## src/rtl/ysyx_22040750_if_pkg.sv

```systemverilog
// Shared defaults, entry type and width helper for the fetch queue.
package ysyx_22040750_if_pkg;

  localparam logic [31:0] IFQ_PC_RESET = 32'h3000_0000;
  localparam int unsigned IFQ_PC_STEP  = 4;

  typedef struct packed {
    logic [31:0] pc;
    logic [31:0] inst;
  } if_entry_t;

  // Ceiling log2; clog2(1) = 0.
  function automatic int unsigned clog2(input int unsigned value);
    int unsigned result;
    result = 0;
    while ((32'd1 << result) < value) result++;
    return result;
  endfunction

endpackage

```

## src/rtl/ysyx_22040750_sync_fifo.sv

```systemverilog
// Synchronous FIFO with wrap-bit pointers, synchronous clear and occupancy count.
module ysyx_22040750_sync_fifo
  import ysyx_22040750_if_pkg::*;
#(
  parameter int unsigned WIDTH = 32,
  parameter int unsigned DEPTH = 4
) (
  input  logic                       i_clk,
  input  logic                       i_clr,
  input  logic                       i_push,
  input  logic [WIDTH-1:0]           i_wdata,
  input  logic                       i_pop,
  output logic [WIDTH-1:0]           o_rdata,
  output logic                       o_full,
  output logic                       o_empty,
  output logic [clog2(DEPTH+1)-1:0]  o_count
);

  localparam int unsigned AW = (DEPTH > 1) ? clog2(DEPTH) : 1;
  localparam int unsigned CW = clog2(DEPTH + 1);

  logic [AW:0]      r_wr_ptr;
  logic [AW:0]      r_rd_ptr;
  logic [WIDTH-1:0] r_mem [DEPTH];

  logic [AW-1:0] w_wr_idx;
  logic [AW-1:0] w_rd_idx;
  logic          w_wrap_diff;
  logic          w_do_push;
  logic          w_do_pop;

  // Index wraps at DEPTH-1 so non-power-of-2 depths keep the wrap-bit scheme.
  function automatic logic [AW:0] ptr_inc(input logic [AW:0] p);
    if (p[AW-1:0] == AW'(DEPTH - 1)) return {~p[AW], AW'(0)};
    return {p[AW], p[AW-1:0] + AW'(1)};
  endfunction

  assign w_wr_idx    = r_wr_ptr[AW-1:0];
  assign w_rd_idx    = r_rd_ptr[AW-1:0];
  assign w_wrap_diff = r_wr_ptr[AW] != r_rd_ptr[AW];

  assign o_empty = r_wr_ptr == r_rd_ptr;
  assign o_full  = w_wrap_diff && (w_wr_idx == w_rd_idx);
  assign o_count = w_wrap_diff ? CW'(DEPTH) - CW'(w_rd_idx) + CW'(w_wr_idx)
                               : CW'(w_wr_idx) - CW'(w_rd_idx);
  assign o_rdata = r_mem[w_rd_idx];

  assign w_do_push = i_push && !o_full;
  assign w_do_pop  = i_pop && !o_empty;

  always_ff @(posedge i_clk) begin
    if (i_clr) begin
      r_wr_ptr <= '0;
      r_rd_ptr <= '0;
    end else begin
      if (w_do_push) r_wr_ptr <= ptr_inc(r_wr_ptr);
      if (w_do_pop)  r_rd_ptr <= ptr_inc(r_rd_ptr);
    end
  end

  always_ff @(posedge i_clk) begin
    if (w_do_push) r_mem[w_wr_idx] <= i_wdata;
  end

endmodule

```

## src/rtl/ysyx_22040750_if_queue.sv

```systemverilog
// Multi-outstanding instruction fetch stage with a {pc, inst} queue toward IF_ID.
// Optional same-cycle response bypass when YSYX_22040750_IFQ_BYPASS_EN is defined.
module ysyx_22040750_if_queue
  import ysyx_22040750_if_pkg::*;
#(
  parameter int unsigned       ADDR_W          = 32,
  parameter int unsigned       INST_W          = 32,
  parameter int unsigned       DEPTH           = 4,
  parameter int unsigned       MAX_OUTSTANDING = 2,
  parameter logic [ADDR_W-1:0] PC_RESET        = ADDR_W'(IFQ_PC_RESET),
  parameter int unsigned       PC_STEP         = IFQ_PC_STEP
) (
  input  logic                                   I_sys_clk,
  input  logic                                   I_rst,
  input  logic                                   I_redirect,
  input  logic [ADDR_W-1:0]                      I_redirect_pc,
  output logic                                   O_req_valid,
  output logic [ADDR_W-1:0]                      O_req_addr,
  input  logic                                   I_req_ready,
  input  logic                                   I_rsp_valid,
  input  logic [INST_W-1:0]                      I_rsp_inst,
  output logic                                   O_IF_valid,
  output logic [ADDR_W-1:0]                      O_pc,
  output logic [INST_W-1:0]                      O_inst,
  input  logic                                   I_IF_ID_allowin,
  output logic [clog2(MAX_OUTSTANDING+1)-1:0]    O_outstanding
);

  localparam int unsigned OW  = clog2(MAX_OUTSTANDING + 1);
  localparam int unsigned QCW = clog2(DEPTH + 1);
  localparam int unsigned PCW = clog2(MAX_OUTSTANDING + 1);
  localparam int unsigned EW  = ADDR_W + INST_W;

  logic              r_en;
  logic [ADDR_W-1:0] r_pc;
  logic [OW-1:0]     r_outstanding;
  logic [OW-1:0]     r_drop_cnt;

  logic              w_clr;
  logic              w_req_fire;
  logic              w_rsp_legal;
  logic              w_rsp_drop;
  logic              w_rsp_live;
  logic              w_bypass;

  logic [ADDR_W-1:0] w_pend_pc;
  logic              w_pend_full;
  logic              w_pend_empty;
  logic [PCW-1:0]    w_pend_count;

  logic              w_q_push;
  logic              w_q_pop;
  logic [EW-1:0]     w_q_head;
  logic              w_q_full;
  logic              w_q_empty;
  logic [QCW-1:0]    w_q_count;

  assign w_clr       = I_rst || I_redirect;
  assign w_req_fire  = O_req_valid && I_req_ready;
  assign w_rsp_legal = I_rsp_valid && (r_outstanding != '0);
  assign w_rsp_drop  = w_rsp_legal && (r_drop_cnt != '0);
  assign w_rsp_live  = w_rsp_legal && (r_drop_cnt == '0) && !I_redirect;

`ifdef YSYX_22040750_IFQ_BYPASS_EN
  assign w_bypass = w_q_empty && w_rsp_live && I_IF_ID_allowin;
`else
  assign w_bypass = 1'b0;
`endif

  assign w_q_push = w_rsp_live && !w_bypass;
  assign w_q_pop  = !w_q_empty && I_IF_ID_allowin;

  // Credit: every in-flight request (stale ones included) reserves a queue slot.
  assign O_req_valid = r_en && !I_redirect
                    && (32'(r_outstanding) < MAX_OUTSTANDING)
                    && (32'(r_outstanding) + 32'(w_q_count) < DEPTH);
  assign O_req_addr    = r_pc;
  assign O_outstanding = r_outstanding;

  always_comb begin
    O_IF_valid = !w_q_empty;
    O_pc       = '0;
    O_inst     = '0;
    if (!w_q_empty) begin
      {O_pc, O_inst} = w_q_head;
    end
`ifdef YSYX_22040750_IFQ_BYPASS_EN
    else if (w_bypass) begin
      O_IF_valid = 1'b1;
      O_pc       = w_pend_pc;
      O_inst     = I_rsp_inst;
    end
`endif
  end

  // r_outstanding counts every in-flight request; r_drop_cnt is the stale subset,
  // so the live part (outstanding - drop_cnt) always matches the pending-PC FIFO.
  always_ff @(posedge I_sys_clk) begin
    if (I_rst) begin
      r_en          <= 1'b0;
      r_pc          <= PC_RESET;
      r_outstanding <= '0;
      r_drop_cnt    <= '0;
    end else begin
      r_en          <= 1'b1;
      r_outstanding <= r_outstanding + OW'(w_req_fire) - OW'(w_rsp_legal);
      if (I_redirect) begin
        r_pc       <= I_redirect_pc;
        r_drop_cnt <= r_outstanding - OW'(w_rsp_legal);
      end else begin
        if (w_req_fire) r_pc       <= r_pc + ADDR_W'(PC_STEP);
        if (w_rsp_drop) r_drop_cnt <= r_drop_cnt - OW'(1);
      end
    end
  end

  ysyx_22040750_sync_fifo #(
    .WIDTH (ADDR_W),
    .DEPTH (MAX_OUTSTANDING)
  ) u_pend_fifo (
    .i_clk   (I_sys_clk),
    .i_clr   (w_clr),
    .i_push  (w_req_fire),
    .i_wdata (r_pc),
    .i_pop   (w_rsp_live),
    .o_rdata (w_pend_pc),
    .o_full  (w_pend_full),
    .o_empty (w_pend_empty),
    .o_count (w_pend_count)
  );

  ysyx_22040750_sync_fifo #(
    .WIDTH (EW),
    .DEPTH (DEPTH)
  ) u_inst_queue (
    .i_clk   (I_sys_clk),
    .i_clr   (w_clr),
    .i_push  (w_q_push),
    .i_wdata ({w_pend_pc, I_rsp_inst}),
    .i_pop   (w_q_pop),
    .o_rdata (w_q_head),
    .o_full  (w_q_full),
    .o_empty (w_q_empty),
    .o_count (w_q_count)
  );

  always_ff @(posedge I_sys_clk) begin
    if (!I_rst) begin
      assert (!(I_rsp_valid && (r_outstanding == '0)));
      assert (!(w_q_push && w_q_full));
      assert (!(w_req_fire && w_pend_full));
      assert (!(w_rsp_live && w_pend_empty));
      assert (32'(w_pend_count) + 32'(r_drop_cnt) == 32'(r_outstanding));
    end
  end

endmodule

```

## config.mk

```make
export PLATFORM = sky130hd
export DESIGN_NAME = ysyx_22040750_if_queue
export DESIGN_NICKNAME = d
export VERILOG_FILES = /design/src/rtl/ysyx_22040750_if_pkg.sv /design/src/rtl/ysyx_22040750_sync_fifo.sv /design/src/rtl/ysyx_22040750_if_queue.sv
export SDC_FILE = /design/constraint.sdc
export NUM_CORES = 1
export LEC_CHECK = 0
export BUFFER_PORTS_ARGS = -buffer_cell sky130_fd_sc_hd__buf_2
export CORE_ASPECT_RATIO = 1.1
export CORE_UTILIZATION = 45
export CTS_BUF_LIST = sky130_fd_sc_hd__clkbuf_16
export DETAILED_ROUTE_END_ITERATION = 10
export GPL_ROUTABILITY_DRIVEN = 0
export PLACE_DENSITY = 0.67
export RECOVER_POWER = 50
export SLEW_MARGIN = 0
export SYNTH_ARGS = -nofsm -noshare
export SYNTH_HDL_FRONTEND = slang
export SYNTH_SLANG_ARGS = --single-unit
```

## constraint.sdc

```tcl
create_clock -name I_sys_clk -period 5.58 [get_ports I_sys_clk]
set_input_delay 0.279 -clock I_sys_clk [delete_from_list [all_inputs] [get_ports I_sys_clk]]
set_output_delay 0.279 -clock I_sys_clk [all_outputs]
set_load 0.005 [all_outputs]
```

* Word level (Yosys, flattened, before mapping) *
Memories as Yosys holds them, arrays and structs flattened. A register that Yosys moved wholly into a read port is not among the register bits.
Cells that the tools add are included.

word-level totals
  output and inout port bits = 100
  bits in latches = 0
  bits in registers = 47
  bits in writable memories = 320
  bits in read-only memories = 0
  memories kept = 2
  logic and storage cells = 107

cells by class
  equal/unequal tests = 8
  reductions and logical operators = 30
  bitwise gates (word level) = 4
  order comparisons = 2
  $add $sub $neg = 13
  mux-type cells = 36
  multipliers = 0
  shift-type cells = 0
  divide/modulo/power cells = 0

memory list
  memory              depth  bits a word  rd ports  clocked after Yosys merged registers in  wr ports  line                           source
  u_inst_queue.r_mem  4      64           1         1                                        1         ysyx_22040750_sync_fifo.sv:24  logic [WIDTH-1:0] r_mem [DEPTH];
  u_pend_fifo.r_mem   2      32           1         1                                        1         ysyx_22040750_sync_fifo.sv:24

operators by type and width
  operator                                            number
  2-to-1 mux 32 bit                                   4
  adder 32 x 3 -> 32 bit, second input constant       1
  2-to-1 mux 1 bit                                    21
  2-to-1 mux 2 bit                                    8
  logical AND 1 bit                                   15
  2-to-1 mux 3 bit                                    3
  AND reduction 2 bit                                 4
  nonzero test 2 bit                                  4
  zero test 1 bit                                     5
  adder 2 x 1 -> 2 bit, second input constant         2
  adder 2 x 3 -> 4 bit                                1
  == test 2 bit                                       2
  == test 2 bit, second input constant                2
  < comparator 4 x 3 -> 1 bit, second input constant  1
  inverter 1 bit                                      4
  subtractor 2 x 1 -> 2 bit                           2
  adder 3 x 2 -> 3 bit                                1
  == test 3 bit                                       1
  subtractor 2 x 2 -> 3 bit                           1
  subtractor 3 x 2 -> 3 bit, first input constant     1
  adder 1 bit, second input constant                  2
  adder 2 x 1 -> 2 bit                                1
  zero test 2 bit                                     1
  < comparator 2 bit, second input constant           1
  4 further kinds                                     5

* Logic depth before layout (Yosys ltp) *
Gate-level depths: netlist of run 1.

  word-level depth = 11
  mapped depth = 16

* Modules after synthesis *
From an unflattened synthesis of run 1, not the netlist that was laid out.

second synthesis, totals
  cell total of the unflattened synthesis = 884
  area total of the unflattened synthesis = 15067.0 um^2

modules (own cells, without submodules)
  module                                   times used  cells each  area each (um^2)  seq. area each (um^2)
  ysyx_22040750_sync_fifo at u_inst_queue  1           403         9873.2            7847.5
  ysyx_22040750_sync_fifo at u_pend_fifo   1           140         2627.5            2021.9
  ysyx_22040750_if_queue                   1           341         2566.2            740.7

* Worst setup path after synthesis of run 1 *
OpenSTA, ideal clock, no wires.

  kind = register to register
  start = register u_inst_queue.r_wr_ptr[0]
  end = memory u_pend_fifo.r_mem[0][0] (enable)
  clock period less this slack = 4871 ps
  data arrival time = 4407 ps
  setup slack = 709 ps
  cell stages (with the launch flop) = 12
  setup time = 464 ps
  path through = dfxtp_1 -> inv_1 -> ha_1 -> fa_1 -> inv_1 -> ha_1 -> nor4b_1 -> and4_1 -> buf_6 -> inv_2 -> buf_2 -> nor3_1

on the way
  cells in the longest elaborated chain, start to end = 9
  elaborated cells between the ends (all ways) = 10

ends and longest elaborated chain
  item                                                               line                                                          source
  start: declaration                                                 ysyx_22040750_sync_fifo.sv:22                                 logic [AW:0] r_wr_ptr;
  start signal: assignment                                           ysyx_22040750_sync_fifo.sv:56                                 if (w_do_push) r_wr_ptr <= ptr_inc(r_wr_ptr);
  adder 3 x 2 -> 3 bit or subtractor 2 x 2 -> 3 bit (tied branches)  ysyx_22040750_sync_fifo.sv:44, ysyx_22040750_sync_fifo.sv:45
  2-to-1 mux 3 bit (*)                                               ysyx_22040750_sync_fifo.sv:44                                 assign o_count = w_wrap_diff ? CW'(DEPTH) - CW'(w_rd_idx) + CW'(w_wr_idx)
  adder 2 x 3 -> 4 bit (*)                                           ysyx_22040750_if_queue.sv:76                                  && (32'(r_outstanding) + 32'(w_q_count) < DEPTH);
  < comparator 4 x 3 -> 1 bit (*)                                    ysyx_22040750_if_queue.sv:76
  logical AND 1 bit (*)                                              ysyx_22040750_if_queue.sv:76
  logical AND 1 bit (*)                                              ysyx_22040750_if_queue.sv:59                                  assign w_req_fire = O_req_valid && I_req_ready;
  logical AND 1 bit (*)                                              ysyx_22040750_sync_fifo.sv:48                                 assign w_do_push = i_push && !o_full;
  2-to-1 mux 1 bit (*)                                               ysyx_22040750_sync_fifo.sv:62                                 if (w_do_push) r_mem[w_wr_idx] <= i_wdata;
  2-to-1 mux 1 bit (not written as such) (*)                         ysyx_22040750_sync_fifo.sv:62
  end: declaration                                                   ysyx_22040750_sync_fifo.sv:24

Mark *: on every way between the ends. The rest lies on a longest branch, timed or not.

* Final worst setup path of run 1 *
  start = register u_inst_queue.r_wr_ptr[0]
  end = output port O_pc[13]

on the way
  cells in the longest elaborated chain, start to end = 2

ends and longest elaborated chain
  item               line                           source
  == test 3 bit      ysyx_22040750_sync_fifo.sv:42  assign o_empty = r_wr_ptr == r_rd_ptr;
  2-to-1 mux 32 bit  ysyx_22040750_if_queue.sv:84   if (!w_q_empty) begin
  end: declaration   ysyx_22040750_if_queue.sv:23   output logic [ADDR_W-1:0] O_pc,

Every way passes these cells.

==> summary.txt, run 1 <==
Timing
  • Tcrit/Tclk final: 0.785
  • Final count of pins violating max slew: 138
  • Minimum clock period: 4.38 ns
  • FMAX: 228 MHz
  • Worst slew pin tran: 2.87 ns
  • Clock skew: 0.0167 ns
  • RSZ-0062 raised after global routing: no
  • Max-slew headroom: -0.915
  • Final count of hold timing violations: 0
  • Setup violations, final: 0
  • Setup tns final: 0 ns

Clock network
  • Clock tree root buffer cell: clkbuf_16
  • Clk sinks: 370
  • CTS tree: done
  • TritonCTS buffer count: 37
  • Clk Latency, worst-skew pair: 0.51 ns
  • Clk slew on worst S/H paths: 0.06 ns
  • H-tree Lvls: 2
  • Clk buf depth: 3

Setup path
  • Worst path cell trace: inv_1, ha_1, nand2_1, or2_2, clkbuf_1, and2_1, buf_2
  • Worst path bufs/invs: 3
  • Worst Path Required: 5.30 ns
  • Crit path arrival time: 4.10 ns
  • Crit-path leading delay family: buffers and inverters
  • Crit-path max FO: 67
  • Critical Path Max Stage Delay: 2.02 ns
  • Worst Setup End Kind: primary output
  • CP max-delay cell: clkbuf_1
  • Critical Setup Path Class: reg2out
  • CP Launch Type: register

Global routing
  • Initial antenna violation count: 0
  • Largest net degree at the start of global routing: 68
  • Vias in the first global route: 8121
  • GR Overflow Total: 0
  • First-pass GRT wire length: 46.0 mm
  • Overall routing resource usage: 0.179

Die
  • Die ar.: 33600 um^2
  • IO Pins: 170
  • Row count: 69
  • Initial Util: 0.458
  • Chip width: 175 um
  • Core Footprint: 32300 um^2
  • Die height: 192 um

Synth
  • Synth unique cells: 53
  • Synth Flop Type: edfxtp_1
  • Synthesized instance count: 858
  • Syn avg cell area: 17.2 um^2
  • Synth warn: 0
  • EDFF count, synth: 320
  • Fraction of registers with async set or reset after synthesis: 0
  • Synth Net Count: 943
  • Syn Std Cell Area: 14800 um^2
  • Synth Register Bits: 370
  • Sequential area share after synthesis: 0.717

Placement
  • DP HPWL: 17.7 mm
  • Area after DPL: 16100 um^2
  • Port Buf Inserts: 169

Routing
  • Final ANT Viol Nets: 0
  • Post-DR wirelength/cell: 19.4 um
  • Remaining DRCs: 0
  • Initial DRC count: 575
  • Drt pass-1 iters: 5
  • Via count: 8128
  • Via density: 5.33
  • Final WL: 29.6 mm

Outcome
  • Status: finished with violations
  • Failing checks: capacitance limit, slew limit

Hold path
  • HP Class: in2reg

Power
  • Pwr Density: 341 nW/um^2
  • Worst VDD drop: 0.197 mV
  • Final total power: 5.99 mW
  • LEAKAGE: 6.05 nW

Finish
  • Nets@finish: 1154
  • Layout fillers: 2623
  • Area grow syn2layout: 18.8%
  • Ratio of cells with drive above 1 in the final layout: 0.234
  • Design Area, Final: 17600 um^2
  • Ant diodes: 0

Flow run
  • Maxcap violations: 3
## cell families after synthesis
logic type      count (synthesis)  synth area share
mux                           102             0.126
compound gates                 75            0.0323
xor+xnor                       17            0.0110
fa+ha+maj                      15            0.0132
flops                         370             0.717
simple gates                  216            0.0814
buf+inv                        63            0.0187
## per-stage QoR
step           setup WS, ns  std cells  hold WS, ns  utilization
4_1_cts                1.82       1524      0.00273        0.547
3_3_place_gp           1.88       1420        0.496        0.498
2_1_floorplan         0.709        858        0.378            -
5_1_grt               0.754       1524       0.0169        0.544
6_report               1.20       1524       0.0203        0.544
3_5_place_dp           1.84       1420        0.498        0.498
## tightest hold or removal path, stage by stage
cell and delay [ns]:
buf_2 0.10, nand2_1 0.06, a21oi_1 0.05
## synth_stat cells (8+ instances only)
library cell	count	area share
edfxtp_1	320	0.65
and2_1	70	0.030
mux4_2	64	0.097
dfxtp_1	50	0.068
nand2_1	45	0.011
mux2_2	34	0.026
nor2_1	32	0.0081
clkbuf_1	25	0.0063
a21oi_1	21	0.0071
inv_1	19	0.0048
a31oi_1	17	0.0072
ha_1	14	0.012
nand3_1	14	0.0047
nand4_1	13	0.0055
o21ai_0	13	0.0044
or3_1	9	0.0038
buf_2	8	0.0027
o211ai_1	8	0.0041
xnor2_1	8	0.0047
xor2_1	8	0.0047
## final timing paths
kind                                    startpoint                         end  slack [ns]  cells past startpoint
max          u_inst_queue.r_wr_ptr[0]$_SDFFE_PP0P_                    O_pc[13]        1.20                      7
max reg2reg  u_inst_queue.r_wr_ptr[0]$_SDFFE_PP0P_                    register        1.52                      8
min reg2reg  u_inst_queue.r_rd_ptr[0]$_SDFFE_PP0P_                    register        0.54                      2
min                               I_redirect_pc[6]  O_req_addr[6]$_SDFFE_PP0P_        0.02                      3
## sequential cells by signal, indices dropped and copies added (netlist names), named ones only
name                   cells
u_inst_queue.r_wr_ptr      3
u_pend_fifo.r_rd_ptr       2
u_pend_fifo.r_wr_ptr       2
O_req_addr                32
r_en                       1
O_outstanding              2
r_drop_cnt                 2
u_pend_fifo.r_mem         64
u_inst_queue.r_mem       256
u_inst_queue.r_rd_ptr      3
## repair_timing
item	in CTS	in global routing
endpoints found under the hold margin	132	0
hold buffers	36	0
resized for setup	0	0
setup buffers	0	0
## final cells by class
| cell class | count | area [um^2] | area share |
|---|---|---|---|
| sequential | 370 | 10600 | 0.604 |
| inverter | 20 | 75.1 | 0.00427 |
| timing repair buffer | 215 | 1200 | 0.0684 |
| clock buffer | 39 | 976 | 0.0555 |
| tap | 426 | 533 | 0.0303 |
| clock inverter | 29 | 258 | 0.0147 |
| multi-input combinational | 425 | 3910 | 0.223 |
## where the power goes
| group | switching, mW | internal (mW) | total, mW |
|---|---|---|---|
| combinational | 0.177 | 0.163 | 0.340 |
| clock | 0.989 | 1.49 | 2.48 |
| sequential | 0.0623 | 3.11 | 3.17 |
## per-layer routing
metal  track usage  routed length, um  vias up
li1              -                  -     3752
met1         0.244              13100     4068
met2         0.297              14400      255
met3        0.0297               1530       53
met4        0.0482                603        0
met5             0                  0        -
## layout by cell type, fill, tap and decap left out, drive strengths merged, types with 13 or more instances in the layout
cell type and instances:
a21oi 21, a31oi 17, and2 70, buf 120, clkbuf 98, clkinv 14, dfxtp 50, dlygate4sd3 36
edfxtp 320, ha 14, inv 28, mux2 34, mux4 64, nand2 45, nand3 16, nand4 13
nor2 33, o21ai 13
Power figures use the tool's default switching activity.
==> run 2, diff against run 1 <==
--- a/config.mk
+++ b/config.mk
@@ -11,7 +11,7 @@
 export CTS_BUF_LIST = sky130_fd_sc_hd__clkbuf_16
 export DETAILED_ROUTE_END_ITERATION = 10
 export GPL_ROUTABILITY_DRIVEN = 0
-export PLACE_DENSITY = 0.67
+export PLACE_DENSITY = 0.7
 export RECOVER_POWER = 50
 export SLEW_MARGIN = 0
 export SYNTH_ARGS = -nofsm -noshare
==> constraint.sdc (replaced) <==
create_clock -name I_sys_clk -period 3.5 [get_ports I_sys_clk]
set_input_delay 0.175 -clock I_sys_clk [delete_from_list [all_inputs] [get_ports I_sys_clk]]
set_output_delay 0.175 -clock I_sys_clk [all_outputs]
set_load 0.005 [all_outputs]
==> run 2 against run 1 <==
Compared with the run above:
- the flow still finishes with violations (capacitance limit, slew limit)
- clock-buffer cell count is 1 higher
- power up 62%
- worst setup slack worse by 0.82 ns
- sequential share of layout area shrank 1.7 points
- critical path type is now reg2reg
==> summary.txt, run 2 (synthesis results as in run 1) <==
Power
  • LEAKAGE: 6.28 nW (+3.8%)
  • Pint: 7.69 mW (+61%)
  • Sequential Power Share: 0.521 (-0.008)
  • Net Switching: 2.01 mW (+64%)
  • Worst VDD drop: 0.361 mV (+84%)
  • Combinational share of power: 0.061 (+0.004)
  • Pwr Density: 537 nW/um^2 (+57%)
  • Clock power frac: 0.418 (+0.004)
  • Final total power: 9.70 mW (+62%)
  • Net Sw Frac: 0.207 (+0.00240)

Global routing
  • Initial antenna violation count: 0 (unchanged)
  • Largest net degree at the start of global routing: 65 (-4.4%)
  • Vias in the first global route: 8622 (+6.2%)
  • GR Overflow Total: 0 (unchanged)
  • First-pass GRT wire length: 48.5 mm (+5.5%)
  • Overall routing resource usage: 0.189 (+0.0105)

Timing
  • Max-slew headroom: -0.283 (+0.632)
  • Final count of hold timing violations: 0 (unchanged)
  • Fin Hold WS: 0.0336 ns (+0.0133 ns)
  • Worst slew pin tran: 1.92 ns (-0.948 ns)
  • Final count of pins violating max slew: 70 (-49%)
  • RSZ-0062 raised after global routing: no
  • Setup tns final: 0 ns (unchanged)
  • Minimum clock period: 3.12 ns
  • Clock skew: 0.0129 ns (-0.00377 ns)
  • Setup violations, final: 0 (unchanged)
  • Tcrit/Tclk final: 0.891
  • FMAX: 321 MHz

Die
  • Die height: 192 um (unchanged)
  • IO Pins: 170 (unchanged)
  • Chip width: 175 um (unchanged)
  • Initial Util: 0.458 (unchanged)
  • Core Footprint: 32300 um^2 (unchanged)
  • Die ar.: 33600 um^2 (unchanged)
  • Row count: 69 (unchanged)

Clock network
  • Clk slew on worst S/H paths: 0.06 ns (about the same)
  • TritonCTS buffer count: 39 (+5.4%)
  • CTS tree: done
  • Clock tree root buffer cell: clkbuf_16
  • Clk Latency, worst-skew pair: 0.52 ns (about the same)
  • Clk buf depth: 3 (unchanged)
  • Clk sinks: 370 (unchanged)
  • H-tree Lvls: 2 (unchanged)
  • Post-CTS setup buffers: 0 (unchanged)

Setup path
  • CP Launch Type: register
  • Worst Path Required: 3.92 ns (-1.38 ns)
  • Worst path bufs/invs: 3 (unchanged)
  • Critical Path Max Stage Delay: 0.50 ns (-1.52 ns)
  • Critical Setup Path Class: reg2reg
  • RR Startpoint: u_inst_queue.r_wr_ptr[0]$_SDFFE_PP0P_
  • Crit-path max FO: 16 (-76%)
  • Worst path cell trace: inv_1, ha_1, fa_1, inv_1, ha_1, nor4b_1, and4_1, buf_4, nand2_1, or4_1, a31oi_1
  • Crit-path leading delay family: simple AND/OR/NAND/NOR gates
  • Worst Setup End Kind: register
  • Worst setup path startpoint: u_inst_queue.r_wr_ptr[0]$_SDFFE_PP0P_
  • CP max-delay cell: fa_1
  • Crit path arrival time: 3.54 ns (-0.56 ns)

Finish
  • Biggest register: u_inst_queue.r_mem
  • Ant diodes: 0 (unchanged)
  • Layout fillers: 2583 (-1.5%)
  • Area grow syn2layout: 22.2%
  • Commonest non-fill, non-tap cell in the layout: edfxtp_1
  • Nets@finish: 1194 (+3.5%)
  • Max FFs per register: 256 (unchanged)
  • Most frequent cells in the layout: 320 x edfxtp_1, 113 x buf_2, 66 x and2_1
  • Ratio of cells with drive above 1 in the final layout: 0.241 (+0.00692)

Hold path
  • Hold wc startpoint: I_IF_ID_allowin
  • HP Class: in2reg

Routing
  • Final ANT Viol Nets: 0 (unchanged)
  • Initial DRC count: 499 (-13%)
  • Remaining DRCs: 0 (unchanged)
  • Final WL: 31.1 mm (+4.8%)
  • Via count: 8488 (+4.4%)
  • Drt pass-1 iters: 6 (+1)
  • Via density: 5.43 (+1.8%)
  • Post-DR wirelength/cell: 19.9 um (+2.2%)

Outcome
  • Status: finished with violations
  • Failing checks: capacitance limit, slew limit

Placement
  • Port Buf Inserts: 169 (unchanged)
  • DP HPWL: 19.0 mm (+7.0%)

Flow run
  • Maxcap violations: 2 (-1)
[run 2: cell count changes in the layout (fill, tap and decap cells not counted), sizes merged]
cell,delta
inv,+5
clkinvlp,+2
buf,+13
clkinv,-7
dlygate4sd3,+26
[run 2: power groups by stage]
stage | sequential [mW] | clock, mW | combinational [mW]
4_1_cts | 5.05 | 4.14 | 0.620
5_1_grt | 5.07 | 4.31 | 0.657
6_report | 5.05 | 4.06 | 0.592
2_1_floorplan | 5.11 | 0 | 0.333
3_5_place_dp | 5.14 | 0 | 0.563
3_3_place_gp | 5.14 | 0 | 0.551
[run 2: worst min-delay path: cells and delay by family]
kind / cells / cell delay [ns]
compound gates: 1 / 0.08
buf+inv: 1 / 0.09
simple gates: 2 / 0.15
[run 2: per-layer routing]
metal  vias to the layer above  track usage  wire length [um]  part of all wire
li1                       3844            -                 -                 -
met1                      4304        0.259             13500              0.43
met2                       298        0.315             15200              0.49
met3                        42       0.0315              1850             0.059
met4                         0       0.0488               522             0.017
met5                         -            0                 0                 0
[run 2: per-stage QoR]
stage / utilization / area, um^2 / setup WS [ns] / std cells
finish: 0.560 / 18100 / 0.380 / 1563
global route: 0.560 / 18100 / 0.172 / 1563
CTS: 0.562 / 18200 / 0.386 / 1563
detailed placement: 0.504 / 16300 / 0.438 / 1432
global placement: 0.504 / 16300 / 0.490 / 1432
floorplan: - / 14800 / 0.124 / 858
[run 2: what timing repair did]
action,CTS,global route
hold endpoints to repair,158,0
endpoints found under the setup margin,0,0
gates resized for setup,0,0
hold buffers,62,0
[run 2: path summary, 6_finish.rpt]
kind | endpoint | slack [ns] | cells after the start
max | O_req_addr[17]$_SDFFE_PP0P_ | 0.38 | 11
min | register | 0.03 | 4
max reg2reg | O_req_addr[17]$_SDFFE_PP0P_ | 0.38 | 11
min reg2reg | u_pend_fifo.r_mem[0][1]$_DFFE_PP_ | 0.52 | 0
[run 2: layout make-up]
| type | instances | area, um^2 | share of cell area |
|---|---|---|---|
| multi-input cells | 425 | 3920 | 0.217 |
| clock buffers | 40 | 1000 | 0.0554 |
| clock inverters | 29 | 278 | 0.0154 |
| repair buffers | 253 | 1650 | 0.0915 |
| inverters | 20 | 75.1 | 0.00415 |
| well taps | 426 | 533 | 0.0295 |
| flip-flops and latches | 370 | 10600 | 0.587 |
==> run 3, diff against run 2 <==
--- a/config.mk
+++ b/config.mk
@@ -11,9 +11,10 @@
 export CTS_BUF_LIST = sky130_fd_sc_hd__clkbuf_16
 export DETAILED_ROUTE_END_ITERATION = 10
 export GPL_ROUTABILITY_DRIVEN = 0
-export PLACE_DENSITY = 0.7
+export PLACE_DENSITY = 0.69
 export RECOVER_POWER = 50
 export SLEW_MARGIN = 0
 export SYNTH_ARGS = -nofsm -noshare
 export SYNTH_HDL_FRONTEND = slang
+export SYNTH_HIERARCHICAL = 1
 export SYNTH_SLANG_ARGS = --single-unit
==> run 3 against run 2 <==
Compared with the run above:
- the run still ends with capacitance limit, slew limit left
- flip-flop and latch count is the same
- utilization down 0.14 points
- die area up 1.6%
- clock-buffer cell count increased by 1
- clock power down 4%
==> summary.txt, run 3 <==
Outcome
  • Status: finished with violations
  • Failing checks: capacitance limit, slew limit

Setup path
  • Worst Path Required: 3.71 ns (-0.21 ns)
  • CP Launch Type: register
  • Crit-path max FO: 27 (+11)
  • Worst Setup End Kind: register
  • Crit path arrival time: 3.37 ns (-0.17 ns)
  • Worst setup path startpoint: u_inst_queue/r_wr_ptr[0]$_SDFFE_PP0P_
  • RR Startpoint: u_inst_queue/r_wr_ptr[0]$_SDFFE_PP0P_
  • Critical Setup Path Class: reg2reg

Clock network
  • Clk buf depth: 3 (unchanged)
  • TritonCTS buffer count: 39 (unchanged)
  • H-tree Lvls: 2 (unchanged)
  • Clk sinks: 370 (unchanged)
  • Clk Latency, worst-skew pair: 0.52 ns (about the same)
  • Clk slew on worst S/H paths: 0.06 ns (about the same)
  • CTS tree: done
  • Clock tree root buffer cell: clkbuf_16

Synth
  • Syn avg cell area: 17.1 um^2 (-0.67%)
  • Syn Std Cell Area: 15000 um^2 (+1.6%)
  • Synth Net Count: 964 (+2.2%)
  • Synth warn: 6 (+6)
  • Synthesized instance count: 878 (+2.3%)

Die
  • Chip width: 176 um (+0.81%)
  • Row count: 69 (unchanged)
  • IO Pins: 170 (unchanged)
  • Initial Util: 0.461 (+0.00263)
  • Die height: 194 um (+0.81%)
  • Die ar.: 34100 um^2 (+1.6%)
  • Core Footprint: 32600 um^2 (+1.1%)

Routing
  • Final WL: 32.7 mm (+5.1%)
  • Initial DRC count: 604 (+21%)
  • Drt pass-1 iters: 5 (-1)
  • Post-DR wirelength/cell: 20.7 um (+4.0%)
  • Remaining DRCs: 0 (unchanged)
  • Via count: 8660 (+2.0%)
  • Via density: 5.48 (+0.93%)
  • Final ANT Viol Nets: 0 (unchanged)

Power
  • Final total power: 9.49 mW (-2.2%)
  • LEAKAGE: 6.22 nW (-1.0%)
  • Worst VDD drop: 0.315 mV (-13%)
  • Pwr Density: 521 nW/um^2 (-3.0%)

Hold path
  • Hold wc startpoint: I_redirect_pc[12]
  • HP Class: in2reg

Finish
  • Commonest non-fill, non-tap cell in the layout: edfxtp_1
  • Biggest register: u_inst_queue/r_mem
  • Most frequent cells in the layout: 320 x edfxtp_1, 110 x buf_2, 68 x nor2b_1
  • Nets@finish: 1214 (+1.7%)
  • Ratio of cells with drive above 1 in the final layout: 0.227 (-0.0139)
  • Layout fillers: 2633 (+1.9%)
  • Area grow syn2layout: 21.2%
  • Ant diodes: 0 (unchanged)
  • Max FFs per register: 256 (unchanged)

Global routing
  • GR Overflow Total: 0 (unchanged)
  • Initial antenna violation count: 0 (unchanged)
  • Largest net degree at the start of global routing: 55 (-15%)
  • Vias in the first global route: 8819 (+2.3%)
  • First-pass GRT wire length: 50.6 mm (+4.3%)
  • Overall routing resource usage: 0.196 (+0.00705)

Timing
  • RSZ-0062 raised after global routing: no
  • FMAX: 316 MHz (-1.3%)
  • Minimum clock period: 3.16 ns (+0.0422 ns)
  • Fin Hold WS: 0.0132 ns (-0.0203 ns)
  • Setup tns final: 0 ns (unchanged)
  • Final count of pins violating max slew: 38 (-46%)
  • Setup violations, final: 0 (unchanged)
  • Max-slew headroom: -0.253 (+0.0297)
  • Clock skew: 0.0125 ns (-0.000464 ns)
  • Worst slew pin tran: 1.88 ns (-0.0445 ns)
  • Final count of hold timing violations: 0 (unchanged)
  • Tcrit/Tclk final: 0.903 (+0.0121)

Placement
  • Port Buf Inserts: 169 (unchanged)
  • DP HPWL: 20.9 mm (+9.8%)

Flow run
  • Maxcap violations: 1 (-1)
-- run 3: metal layers --
metal	global-route usage	wire, um	part of all wire
met5	0	0	0
met4	0.0705	1040	0.032
met3	0.0351	1800	0.055
met2	0.333	16400	0.50
met1	0.251	13400	0.41
-- run 3: critical path, stage by stage, from the launching register on --
cell and delay (ns):
dfxtp_1 0.42, inv_1 0.11, ha_1 0.22, fa_1 0.48, inv_1 0.04, ha_1 0.17, nor4b_2 0.24, nand4_1 0.19
inv_1 0.35, and3_2 0.37, buf_12 0.22
-- run 3: area by class of cell --
class	count	area [um^2]	area share
clock buffers	41	1030	0.0563
clock inverters	26	184	0.0101
inverters	20	75.1	0.00412
multi-input cells	442	4110	0.225
flip-flops and latches	370	10600	0.583
well taps	426	533	0.0292
repair buffers	255	1680	0.0923
-- run 3: timing repair --
| item | in CTS | in global routing |
|---|---|---|
| hold endpoints to repair | 156 | 0 |
| setup buffers | 0 | 0 |
| setup endpoints to repair | 0 | 4 |
| resized for setup | 0 | 1 |
| hold buffers | 60 | 0 |
-- run 3: report_power, final --
group	switching, mW	total (mW)	internal [mW]	leakage, nW
clock network	1.58	3.90	2.32	0.617
logic	0.314	0.579	0.265	2.29
registers	0.0848	5.01	4.93	3.31
total	1.98	9.49	7.51	6.22
-- run 3: worst paths after layout --
kind                                        end  slack [ns]  depth (start not counted)
min                 O_req_addr[12]$_SDFFE_PP0P_        0.01                          3
min reg2reg  u_pend_fifo/r_mem[1][23]$_DFFE_PP_        0.54                          0
max          u_pend_fifo/r_mem[1][14]$_DFFE_PP_        0.34                         10
max reg2reg  u_pend_fifo/r_mem[1][14]$_DFFE_PP_        0.34                         10
-- run 3: metrics by stage --
step	cell area (um^2)	std cells	util	worst slack, ns
after floorplan	15000	878	-	0.0336
after global placement	16500	1453	0.506	0.298
after detailed placement	16500	1453	0.506	0.244
after CTS	18300	1580	0.561	0.215
after global routing	18200	1580	0.558	0.105
final	18200	1580	0.558	0.338
